--- src/rtl/brq_pkg.sv ---
// Shared types and constants for the RV32M multiply/divide sequencer.
package brq_pkg;

   typedef enum logic [2:0] {IDLE, MUL, DIV, FIX, DONE} mdu_state_e;

   localparam logic [2:0] F3_MUL    = 3'b000;
   localparam logic [2:0] F3_MULH   = 3'b001;
   localparam logic [2:0] F3_MULHSU = 3'b010;
   localparam logic [2:0] F3_MULHU  = 3'b011;
   localparam logic [2:0] F3_DIV    = 3'b100;
   localparam logic [2:0] F3_DIVU   = 3'b101;
   localparam logic [2:0] F3_REM    = 3'b110;
   localparam logic [2:0] F3_REMU   = 3'b111;

   localparam logic [31:0] DIV_ZERO_Q = 32'hFFFF_FFFF;
   localparam logic [31:0] INT_MIN    = 32'h8000_0000;

endpackage

--- src/rtl/mdu_div_step.sv ---
// One restoring-division step: shift in a dividend bit, subtract the divisor if it fits.
module mdu_div_step #(
   parameter int unsigned DataWidth = 32
) (
   input  logic [DataWidth:0]   part_rem,
   input  logic                 dvd_bit,
   input  logic [DataWidth-1:0] divisor,
   output logic [DataWidth:0]   next_rem,
   output logic                 quo_bit
);

   logic [DataWidth+1:0] shifted;
   logic [DataWidth+1:0] diff;

   always_comb begin
      shifted  = {part_rem, dvd_bit};
      diff     = shifted - {2'b00, divisor};
      quo_bit  = (shifted >= {2'b00, divisor});
      next_rem = (DataWidth+1)'(quo_bit ? diff : shifted);
   end

endmodule

--- src/rtl/ieu_mdu_seq.sv ---
// RV32M sequencer: fixed-latency multiplier and 32-step restoring divider behind a stall/done handshake.
module ieu_mdu_seq
   import brq_pkg::*;
#(
   parameter int unsigned DataWidth    = 32,
   parameter int unsigned RegAddrWidth = 5,
   parameter int unsigned MulLatency   = 2
) (
   input  logic                    brq_clk,
   input  logic                    brq_rst_n,
   input  logic                    mdu_start,
   input  logic                    mdu_kill,
   input  logic [2:0]              mdu_func3,
   input  logic [DataWidth-1:0]    mdu_op_a,
   input  logic [DataWidth-1:0]    mdu_op_b,
   input  logic [RegAddrWidth-1:0] mdu_addr_dst,
   output logic                    mdu_busy,
   output logic                    mdu_done,
   output logic [DataWidth-1:0]    mdu_result,
   output logic [RegAddrWidth-1:0] mdu_addr_dst_o,
   output logic                    mdu_regfile_en
);

   mdu_state_e state_q, state_d;

   logic [2:0]              func3_q;
   logic [DataWidth-1:0]    op_a_q, op_b_q, quo_q, res_q;
   logic [DataWidth:0]      rem_q;
   logic [RegAddrWidth-1:0] addr_q, addr_o_q;
   logic [4:0]              cnt_q;
   logic                    q_neg_q, r_neg_q;

   logic                    accept, special, sgn_div, a_sign, b_sign;
   logic [DataWidth-1:0]    mag_a, mag_b, special_res;
   logic                    mul_a_sgn, mul_b_sgn;
   logic signed [DataWidth:0]     mul_a_ext, mul_b_ext;
   logic signed [2*DataWidth+1:0] prod;
   logic [DataWidth-1:0]    mul_res, quo_fix, rem_fix, div_res;
   logic [DataWidth:0]      step_rem;
   logic                    step_q;

   // Accept-side decode works on the raw issue inputs.
   always_comb begin
      accept  = (state_q == IDLE || state_q == DONE) && mdu_start && !mdu_kill;
      sgn_div = (mdu_func3 == F3_DIV) || (mdu_func3 == F3_REM);
      a_sign  = sgn_div && mdu_op_a[DataWidth-1];
      b_sign  = sgn_div && mdu_op_b[DataWidth-1];
      mag_a   = a_sign ? -mdu_op_a : mdu_op_a;
      mag_b   = b_sign ? -mdu_op_b : mdu_op_b;
      special = 1'b0;
      special_res = '0;
      if (mdu_func3[2]) begin
         if (mdu_op_b == '0) begin
            special     = 1'b1;
            special_res = mdu_func3[1] ? mdu_op_a : DIV_ZERO_Q;
         end else if (sgn_div && mdu_op_a == INT_MIN && mdu_op_b == '1) begin
            special     = 1'b1;
            special_res = mdu_func3[1] ? '0 : INT_MIN;
         end
      end
      mdu_busy = (state_q == MUL) || (state_q == DIV) || (state_q == FIX) || (accept && !special);
   end

   always_comb begin
      mul_a_sgn = 1'b0;
      mul_b_sgn = 1'b0;
      case (func3_q)
         F3_MULH:          begin mul_a_sgn = 1'b1; mul_b_sgn = 1'b1; end
         F3_MULHSU:        mul_a_sgn = 1'b1;
         F3_MUL, F3_MULHU: begin end
         default:          begin end
      endcase
      mul_a_ext = {mul_a_sgn && op_a_q[DataWidth-1], op_a_q};
      mul_b_ext = {mul_b_sgn && op_b_q[DataWidth-1], op_b_q};
      prod      = mul_a_ext * mul_b_ext;
      mul_res   = (func3_q == F3_MUL) ? DataWidth'(prod) : DataWidth'(prod >>> DataWidth);
      quo_fix   = q_neg_q ? -quo_q : quo_q;
      rem_fix   = r_neg_q ? -rem_q[DataWidth-1:0] : rem_q[DataWidth-1:0];
      div_res   = (func3_q == F3_REM || func3_q == F3_REMU) ? rem_fix : quo_fix;
   end

   mdu_div_step #(.DataWidth(DataWidth)) u_div_step (
      .part_rem (rem_q),
      .dvd_bit  (op_a_q[cnt_q]),
      .divisor  (op_b_q),
      .next_rem (step_rem),
      .quo_bit  (step_q)
   );

   always_comb begin
      state_d = state_q;
      case (state_q)
         IDLE, DONE: begin
            state_d = IDLE;
            if (accept) begin
               if (!mdu_func3[2]) state_d = MUL;
               else if (special)  state_d = DONE;
               else               state_d = DIV;
            end
         end
         MUL:     if (cnt_q == '0) state_d = DONE;
         DIV:     if (cnt_q == '0) state_d = FIX;
         FIX:     state_d = DONE;
         default: state_d = IDLE;
      endcase
      if (mdu_kill) state_d = IDLE;
   end

   // Division reuses op_a_q/op_b_q to hold magnitudes; multiplies keep the raw operands.
   always_ff @(posedge brq_clk or negedge brq_rst_n) begin
      if (!brq_rst_n) begin
         state_q  <= IDLE;
         func3_q  <= '0;
         op_a_q   <= '0;
         op_b_q   <= '0;
         quo_q    <= '0;
         rem_q    <= '0;
         res_q    <= '0;
         addr_q   <= '0;
         addr_o_q <= '0;
         cnt_q    <= '0;
         q_neg_q  <= 1'b0;
         r_neg_q  <= 1'b0;
      end else begin
         state_q <= state_d;
         if (accept) begin
            func3_q <= mdu_func3;
            addr_q  <= mdu_addr_dst;
            op_a_q  <= mdu_func3[2] ? mag_a : mdu_op_a;
            op_b_q  <= mdu_func3[2] ? mag_b : mdu_op_b;
            q_neg_q <= a_sign ^ b_sign;
            r_neg_q <= a_sign;
            quo_q   <= '0;
            rem_q   <= '0;
            cnt_q   <= mdu_func3[2] ? 5'd31 : 5'(MulLatency - 1);
            if (special) begin
               res_q    <= special_res;
               addr_o_q <= mdu_addr_dst;
            end
         end else begin
            case (state_q)
               MUL: begin
                  cnt_q <= cnt_q - 5'd1;
                  if (state_d == DONE) begin
                     res_q    <= mul_res;
                     addr_o_q <= addr_q;
                  end
               end
               DIV: begin
                  cnt_q <= cnt_q - 5'd1;
                  rem_q <= step_rem;
                  quo_q <= {quo_q[DataWidth-2:0], step_q};
               end
               FIX: begin
                  if (state_d == DONE) begin
                     res_q    <= div_res;
                     addr_o_q <= addr_q;
                  end
               end
               default: begin end
            endcase
         end
      end
   end

   always_comb begin
      mdu_done       = (state_q == DONE);
      mdu_result     = res_q;
      mdu_addr_dst_o = addr_o_q;
      mdu_regfile_en = mdu_done && (addr_o_q != '0);
   end

endmodule
--- config.mk ---
export PLATFORM = sky130hd
export DESIGN_NAME = ieu_mdu_seq
export DESIGN_NICKNAME = d
export VERILOG_FILES = /design/src/rtl/brq_pkg.sv /design/src/rtl/mdu_div_step.sv /design/src/rtl/ieu_mdu_seq.sv
export SDC_FILE = /design/constraint.sdc
export NUM_CORES = 2
export LEC_CHECK = 0
export BUFFER_PORTS_ARGS = -buffer_cell sky130_fd_sc_hd__buf_4
export CAP_MARGIN = 40
export CORE_ASPECT_RATIO = 1.2
export CORE_MARGIN = 2
export CORE_UTILIZATION = 30
export CTS_CLUSTER_SIZE = 8
export DETAILED_ROUTE_END_ITERATION = 6
export PLACE_DENSITY = 0.54
export RECOVER_POWER = 50
export SLEW_MARGIN = 40
export SYNTH_ARGS = -nofsm -noshare
export SYNTH_HDL_FRONTEND = slang
export SYNTH_SLANG_ARGS = --single-unit
--- constraint.sdc ---
create_clock -name brq_clk -period 12.3 [get_ports brq_clk]
set_input_delay 2.46 -clock brq_clk [delete_from_list [all_inputs] [get_ports brq_clk]]
set_output_delay 2.46 -clock brq_clk [all_outputs]
set_load 0.1 [all_outputs]
=== Word level (Yosys, flattened, before mapping) ===
Cells that the tools add are included.

* Bits of input ports: 76
* Output and inout port bits: 40
* Register bits: 184
* Word-level logic and storage cells: 116

* Bitwise gates (word level): 1
* Magnitude comparators: 2
* Mux-type cells: 44
* Multiply operators: 1
* Equal/unequal tests: 16
* Reduce and logical (&&, ||, !) cells: 34
* $add $sub $neg: 6

{| class="wikitable"
|+ Operator list
! operator !! number
|-
| 32-bit 2-to-1 mux || 19
|-
| 32-bit negator || 4
|-
| 33-bit 2-to-1 mux || 3
|-
| 32-bit == test, second input constant || 2
|-
| 33-bit by 33-bit multiplier with 64-bit output || 1
|-
| 32-bit one-hot mux with 2 select lines || 1
|-
| 5-bit 2-to-1 mux || 7
|-
| 34-bit by 32-bit >= comparator with 1-bit output || 1
|-
| 33-bit by 32-bit subtractor with 33-bit output || 1
|-
| 32-bit zero test || 1
|-
| 3-bit == test, second input constant || 6
|-
| 3-bit 2-to-1 mux || 6
|-
| 3-bit one-hot mux with 4 select lines || 1
|-
| 1-bit logical AND || 10
|-
| 3-bit by 2-bit == test with 1-bit output, second input constant || 3
|-
| 2-bit nonzero test || 4
|-
| 2-bit OR reduction || 4
|-
| 3-bit by 1-bit == test with 1-bit output, second input constant || 2
|-
| 3-bit zero test || 2
|-
| 1-bit logical OR || 6
|-
| 5-bit by 6-bit < comparator with 1-bit output, second input constant || 1
|-
| 1-bit 2-to-1 mux || 6
|-
| 3-bit by 2-bit != test with 1-bit output, second input constant || 2
|-
| 1-bit binary-select mux with 5-bit select || 1
|-
| other kinds (9) || 10
|}

=== Depth between registers and ports, before layout ===
* Word-level depth: 16
* Gate-level depth with buffers: 33
* Mapped depth without buffers: 30

=== Hierarchy ===
A second synthesis with hierarchy kept.

* Cells, all modules: 6025
* Area, all modules: 51720.9 um2

{| class="wikitable"
|+ Modules (own cells, without submodules)
! module !! cells each !! sequential area each (um2) !! times used !! area an instance (um2)
|-
| ieu_mdu_seq || 5641 || 4604.4 || 1 || 49248.5
|-
| mdu_div_step || 384 || 0.0 || 1 || 2472.4
|}

=== Worst setup path after synthesis ===
Ideal clock, no wire load.

* Path kind: reg-to-reg
* Start: reg func3_q[1]
* End: reg res_q[29], in the netlist mdu_result[29]
* Period minus slack after synthesis: 8.857 ns
* Stages on the path, launching flop included: 31
* Required time: 12.176 ns
* Arrival: 8.733 ns
* Setup time: 0.124 ns
* Slack: 3.443 ns
* Buffers on the path: 2
* Path through: dfrtp_1 > clkbuf_1 > xnor2_1 > nor3b_1 > clkbuf_1 > nand2_1 > fa_1 > fa_1 > inv_1 > fa_1 > inv_1 > fa_1 > inv_1 > fa_1 > fa_1 > fa_1 > inv_1 > fa_1 > inv_1 > ha_1 > and3_1 > a2111oi_0 > o21bai_1 > a31oi_1 > nor3_1 > a21oi_1 > a31oi_1 > o211ai_1 > and3_1 > o21a_1 > o31a_1

* Longest elaborated chain between the ends: 9
* Elaborated cells between the ends (all ways): 18
* Classes of those cells: mul: 1; eq/ne: 4; mux: 8; reduce/logical: 5

{| class="wikitable"
|+ RTL lines
! item !! RTL line !! RTL
|-
| start, declared || ieu_mdu_seq.sv:26 || <nowiki>logic [2:0] func3_q;</nowiki>
|-
| start signal, assigned || ieu_mdu_seq.sv:127 || <nowiki>func3_q <= mdu_func3;</nowiki>
|-
| 3-bit by 1-bit == test with 1-bit output / 3-bit by 2-bit == test with 1-bit output (equally long branches) || ieu_mdu_seq.sv:67 || <nowiki>case (func3_q)</nowiki>
|-
| 2-bit OR reduction (no source line) || n/a ||
|-
| 1-bit 2-to-1 mux || ieu_mdu_seq.sv:67 ||
|-
| 1-bit logical AND || ieu_mdu_seq.sv:73 || <nowiki>mul_a_ext = {mul_a_sgn && op_a_q[DataWidth-1], op_a_q};</nowiki>
|-
| 33-bit by 33-bit multiplier with 64-bit output || ieu_mdu_seq.sv:75 || <nowiki>prod = mul_a_ext * mul_b_ext;</nowiki>
|-
| 32-bit 2-to-1 mux || ieu_mdu_seq.sv:76 || <nowiki>mul_res = (func3_q == F3_MUL) ? DataWidth'(prod) : DataWidth'(prod >>> DataWidth);</nowiki>
|-
| 32-bit 2-to-1 mux || ieu_mdu_seq.sv:144 || <nowiki>if (state_d == DONE) begin</nowiki>
|-
| 32-bit one-hot mux with 2 select lines (*) || ieu_mdu_seq.sv:141 || <nowiki>case (state_q)</nowiki>
|-
| 32-bit 2-to-1 mux (*) || ieu_mdu_seq.sv:126 || <nowiki>if (accept) begin</nowiki>
|-
| end signal, assigned || ieu_mdu_seq.sv:137 || <nowiki>res_q <= special_res;</nowiki>
|-
| end signal, assigned || ieu_mdu_seq.sv:145 || <nowiki>res_q <= mul_res;</nowiki>
|-
| end signal, assigned || ieu_mdu_seq.sv:156 || <nowiki>res_q <= div_res;</nowiki>
|-
| end, declared || ieu_mdu_seq.sv:27 || <nowiki>logic [DataWidth-1:0] op_a_q, op_b_q, quo_q, res_q;</nowiki>
|}

Every way passes the cells marked *; elsewhere a longest branch is shown, timed or not. The select of a mux whose other input is x is not followed.
A chain may end at the register's enable or synchronous reset.

=== Worst setup path after layout ===
Same ends and word-level chain as after synthesis.

==> run summary <==
- **cts repair resizes** 0
- **library cell contributing the largest single delay on the critical path** sky130_fd_sc_hd__fa_2
- **post-synthesis average cell area** 8.760 sq um
- **library cell occupying the most area in the post-synthesis netlist** sky130_fd_sc_hd__fa_1
- **simple logic cell fraction of the synthesized area** 15.59%
- **number of distinct library cells after synthesis** 78
- **crit path to** mdu_result[29]
- **NumNets Final** 7129
- **worst reg2reg endpoint** mdu_result[29]
- **dominant cell by count in the synthesized netlist** sky130_fd_sc_hd__inv_1
- **Synth Register Bits** 184
- **Post-Route Setup TNS** 0 ps
- **Filler Cells Inserted** 17722
- **CTS buffer count** 17
- **HPWL after detailed placement** 131200 um
- **sequential-to-total area share from yosys stat** 9.071%
- **reg-to-reg slack, setup** 2560 ps
- **Setup violations, final** 0
- **leading cell types by count after synthesis** 1228 x sky130_fd_sc_hd__inv_1, 1126 x sky130_fd_sc_hd__fa_1, 1039 x sky130_fd_sc_hd__nand2_1, 337 x sky130_fd_sc_hd__clkbuf_1, 321 x sky130_fd_sc_hd__and2_1
- **endpoint class of the critical path** register
- **area of the multi-input gates** 0.04028 sq mm
- **largest family of logic cells by synthesized area** adder cells
- **post-synthesis to final-layout area growth** 7.412%
- **number of max-slew violations in the final report** 315
- **Required @ worst endpoint** 12680 ps
- **Vias/cell** 4.958
- **Avg WL per Cell** 20.39 um
- **largest clock skew in the final design** 19.46 ps
- **total vias in the final route** 39398
- **I/O pin count** 116
- **worst-case headroom to the max-slew limit** -354.9%
- **Remaining Overflow, GRT** 0
- **hold-fix buffers at CTS** 0
- **Rows** 165
- **critical path peak fanout** 31
- **clk buf depth** 2
- **width of the die** 379.5 um
- **top-area cell type share of the netlist area** 44.41%
- **largest net degree at the start of global routing** 118
- **via count of the first global-routing pass** 41723
- **startpoint-to-endpoint class of the critical path** reg2reg
- **final routed DRC violation total** 0
- **placement-stage cell area** 0.05396 sq mm
- **area of all sequential standard cells** 0.004618 sq mm
- **total setup buffers inserted after CTS** 0
- **clock latency on the worst-skew pair** 500 ps
- **total nets after synthesis** 7246
- **arrival time of the worst setup path** 10130 ps
- **sink count of the clock tree** 184
- **routability cong.** 0.9327
- **share of flip-flops with an asynchronous set or reset** 100.0%
- **antenna violations before repair** 7
- **post-synthesis compound-gate area fraction** 8.320%
- **final cell area excluding filler cells** 0.05452 sq mm
- **CTS tree** yes
- **total wirelength of the detailed-routed design** 162000 um
- **Starting DRT DRC Count** 2893
- **maximum cell stage delay along the critical path** 680 ps
- **most instantiated flip-flop cell in the synthesis netlist** sky130_fd_sc_hd__dfrtp_1
- **final worst-path cycle share** 79.21%
- **Min-Delay Path Class** reg2reg
- **violated checks** max-capacitance violations, max-slew violations
- **Final Hold Violating Endpoints** 0
- **RR Startpoint** func3_q[1]
- **number of levels in the clock H-tree** 4
- **placeable core region** 0.1683 sq mm
- **layout cell share with drive strength beyond 1** 5.009%
- **post-synthesis share of cell area spent on xor and xnor gates** 3.900%
- **worst setup path startpoint** func3_q[1]
- **synth warn** 0
- **clock slew at the register clock pins of the worst setup and hold paths** 80 ps
- **Fmax achieved** 102.6 MHz
- **area of the mapped netlist** 0.05076 sq mm
- **Vert. Die Dim** 454.6 um
- **effective utilization at floorplan** 30.17%
- **Worst Tran Pin Value** 6824 ps
- **number of instances in the synthesized netlist** 5794
- **first-pass GRT wire length** 253600 um
- **setup repair after global routing missed its margin** false
- **library cell used as clock root buffer** sky130_fd_sc_hd__clkbuf_16
- **post-synthesis share of cell area spent on full adders, half adders and majority gates** 50.57%
- **run status** complete, but fails checks
- **Max Cap Violations** 5
- **first-pass iteration count of the detailed router** 6
- **R2R depth** 31
- **share of cell area taken by muxes after synthesis** 0.8578%
- **shortest clock period the worst path allows after layout** 9743 ps
- **EDFF count, synth** 0
- **number of nets still failing antenna checks after routing** 0
- **top cells by area in the synthesized netlist** sky130_fd_sc_hd__fa_1 44%, sky130_fd_sc_hd__inv_1 9.1%, sky130_fd_sc_hd__dfrtp_1 9.1%, sky130_fd_sc_hd__nand2_1 7.7%, sky130_fd_sc_hd__ha_1 6.2%
- **total global routing track utilization** 19.31%
- **setup slack of the critical path after layout** 2557 ps
- **Worst setup SP type** register
- **count of port buffers added during placement** 115
- **Total Die Area** 0.1725 sq mm
- **pre-CTS setup slack** 2644 ps
==> area by class of cell <==
class | count | share of cell area [%]
Multi-Input combinational cell | 4033 | 73.88
Sequential cell | 184 | 8.471
Inverter | 1229 | 8.464
Tap cell | 2254 | 5.173
Timing Repair Buffer | 212 | 2.878
Clock buffer | 20 | 0.8377
Clock inverter | 12 | 0.2892
Antenna cell | 2 | 0.009180
==> stage by stage <==
stage | hold slack [ps] | utilization, % | cells
floorplan | 440.6 | - | 5794
global placement | 458.6 | 32.05 | 7911
detailed placement | 462.6 | 32.07 | 7911
CTS | 481.0 | 32.43 | 7943
global route | 498.8 | 32.40 | 7945
finish | 476.3 | 32.40 | 7946
==> worst max-delay path: cells and delay by family, from the launching register on <==
kind / cells / cell delay (ps)
adders and majority gates: 9 / 4810
AOI/OAI and AO/OA: 8 / 1750
buffers and inverters: 8 / 1380
and+or+nand+nor: 5 / 900
DFF: 1 / 480
xor gates and xnor gates: 1 / 290
==> metal layers <==
layer  track usage (%)  wire, um  share of wire, %  vias to the layer above
met2             32.97     79990                49                     1176
met3             2.538      9617               5.9                      230
met5                 0         0                 0                        -
met1             25.16     66310                41                    20824
met4             6.393      6115               3.8                        0
li1                  -         -                 -                    17168
==> flip-flops by register name (all words and copies together) (netlist names), 3 cells and up <==
| name | flops |
|---|---|
| func3_q | 3 |
| mdu_addr_dst_o | 5 |
| addr_q | 5 |
| rem_q | 33 |
| op_a_q | 32 |
| quo_q | 32 |
| mdu_result | 32 |
| cnt_q | 5 |
| state_q | 3 |
| op_b_q | 32 |
==> logic make-up (layout without fill, tap and decap cells) <==
| group | after synthesis | count (layout) |
|---|---|---|
| flops | 184 | 184 |
| fa+ha+maj | 1376 | 1376 |
| simple gates | 1734 | 1734 |
| xor+xnor | 226 | 226 |
| mux | 31 | 31 |
| compound gates | 666 | 666 |
| other cells | 0 | 2 |
| buf+inv | 1577 | 1473 |
==> cell usage in the layout (no fill, tap or decap), drive strengths merged, types with 15 or more instances in the layout <==
cell,netlist,routed
nand4,27,27
buf,9,197
mux2i,21,21
and3,15,15
ha,250,250
inv,1228,1234
fa,1126,1126
nand3,28,28
o21bai,15,15
a21oi,147,147
nand2b,19,19
a211oi,19,19
or4,17,17
o211ai,27,27
xnor2,134,134
a22o,31,31
a31oi,28,28
nor3,33,33
clkbuf,339,35
o21ai,213,213
and2,322,322
o31ai,35,35
dfrtp,184,184
or3,22,22
nor4,18,18
xor2,92,92
nor2,149,149
a21o,54,54
nand2,1039,1039
==> worst min-delay path by stage <==
stage / slack [ps] / end / start / cells past startpoint
4_1_cts: 480 / addr_q[4] / addr_q[4] / 2
3_3_place_gp: 460 / rem_q[32] / rem_q[32] / 2
5_1_grt: 500 / addr_q[1] / addr_q[1] / 2
2_1_floorplan: 440 / addr_q[0] / addr_q[0] / 2
3_5_place_dp: 460 / addr_q[4] / addr_q[4] / 2
6_report: 480 / addr_q[2] / addr_q[2] / 2
Power is not shown: default switching activity piles up to over one toggle a cycle in this logic, so the estimate is an artifact.
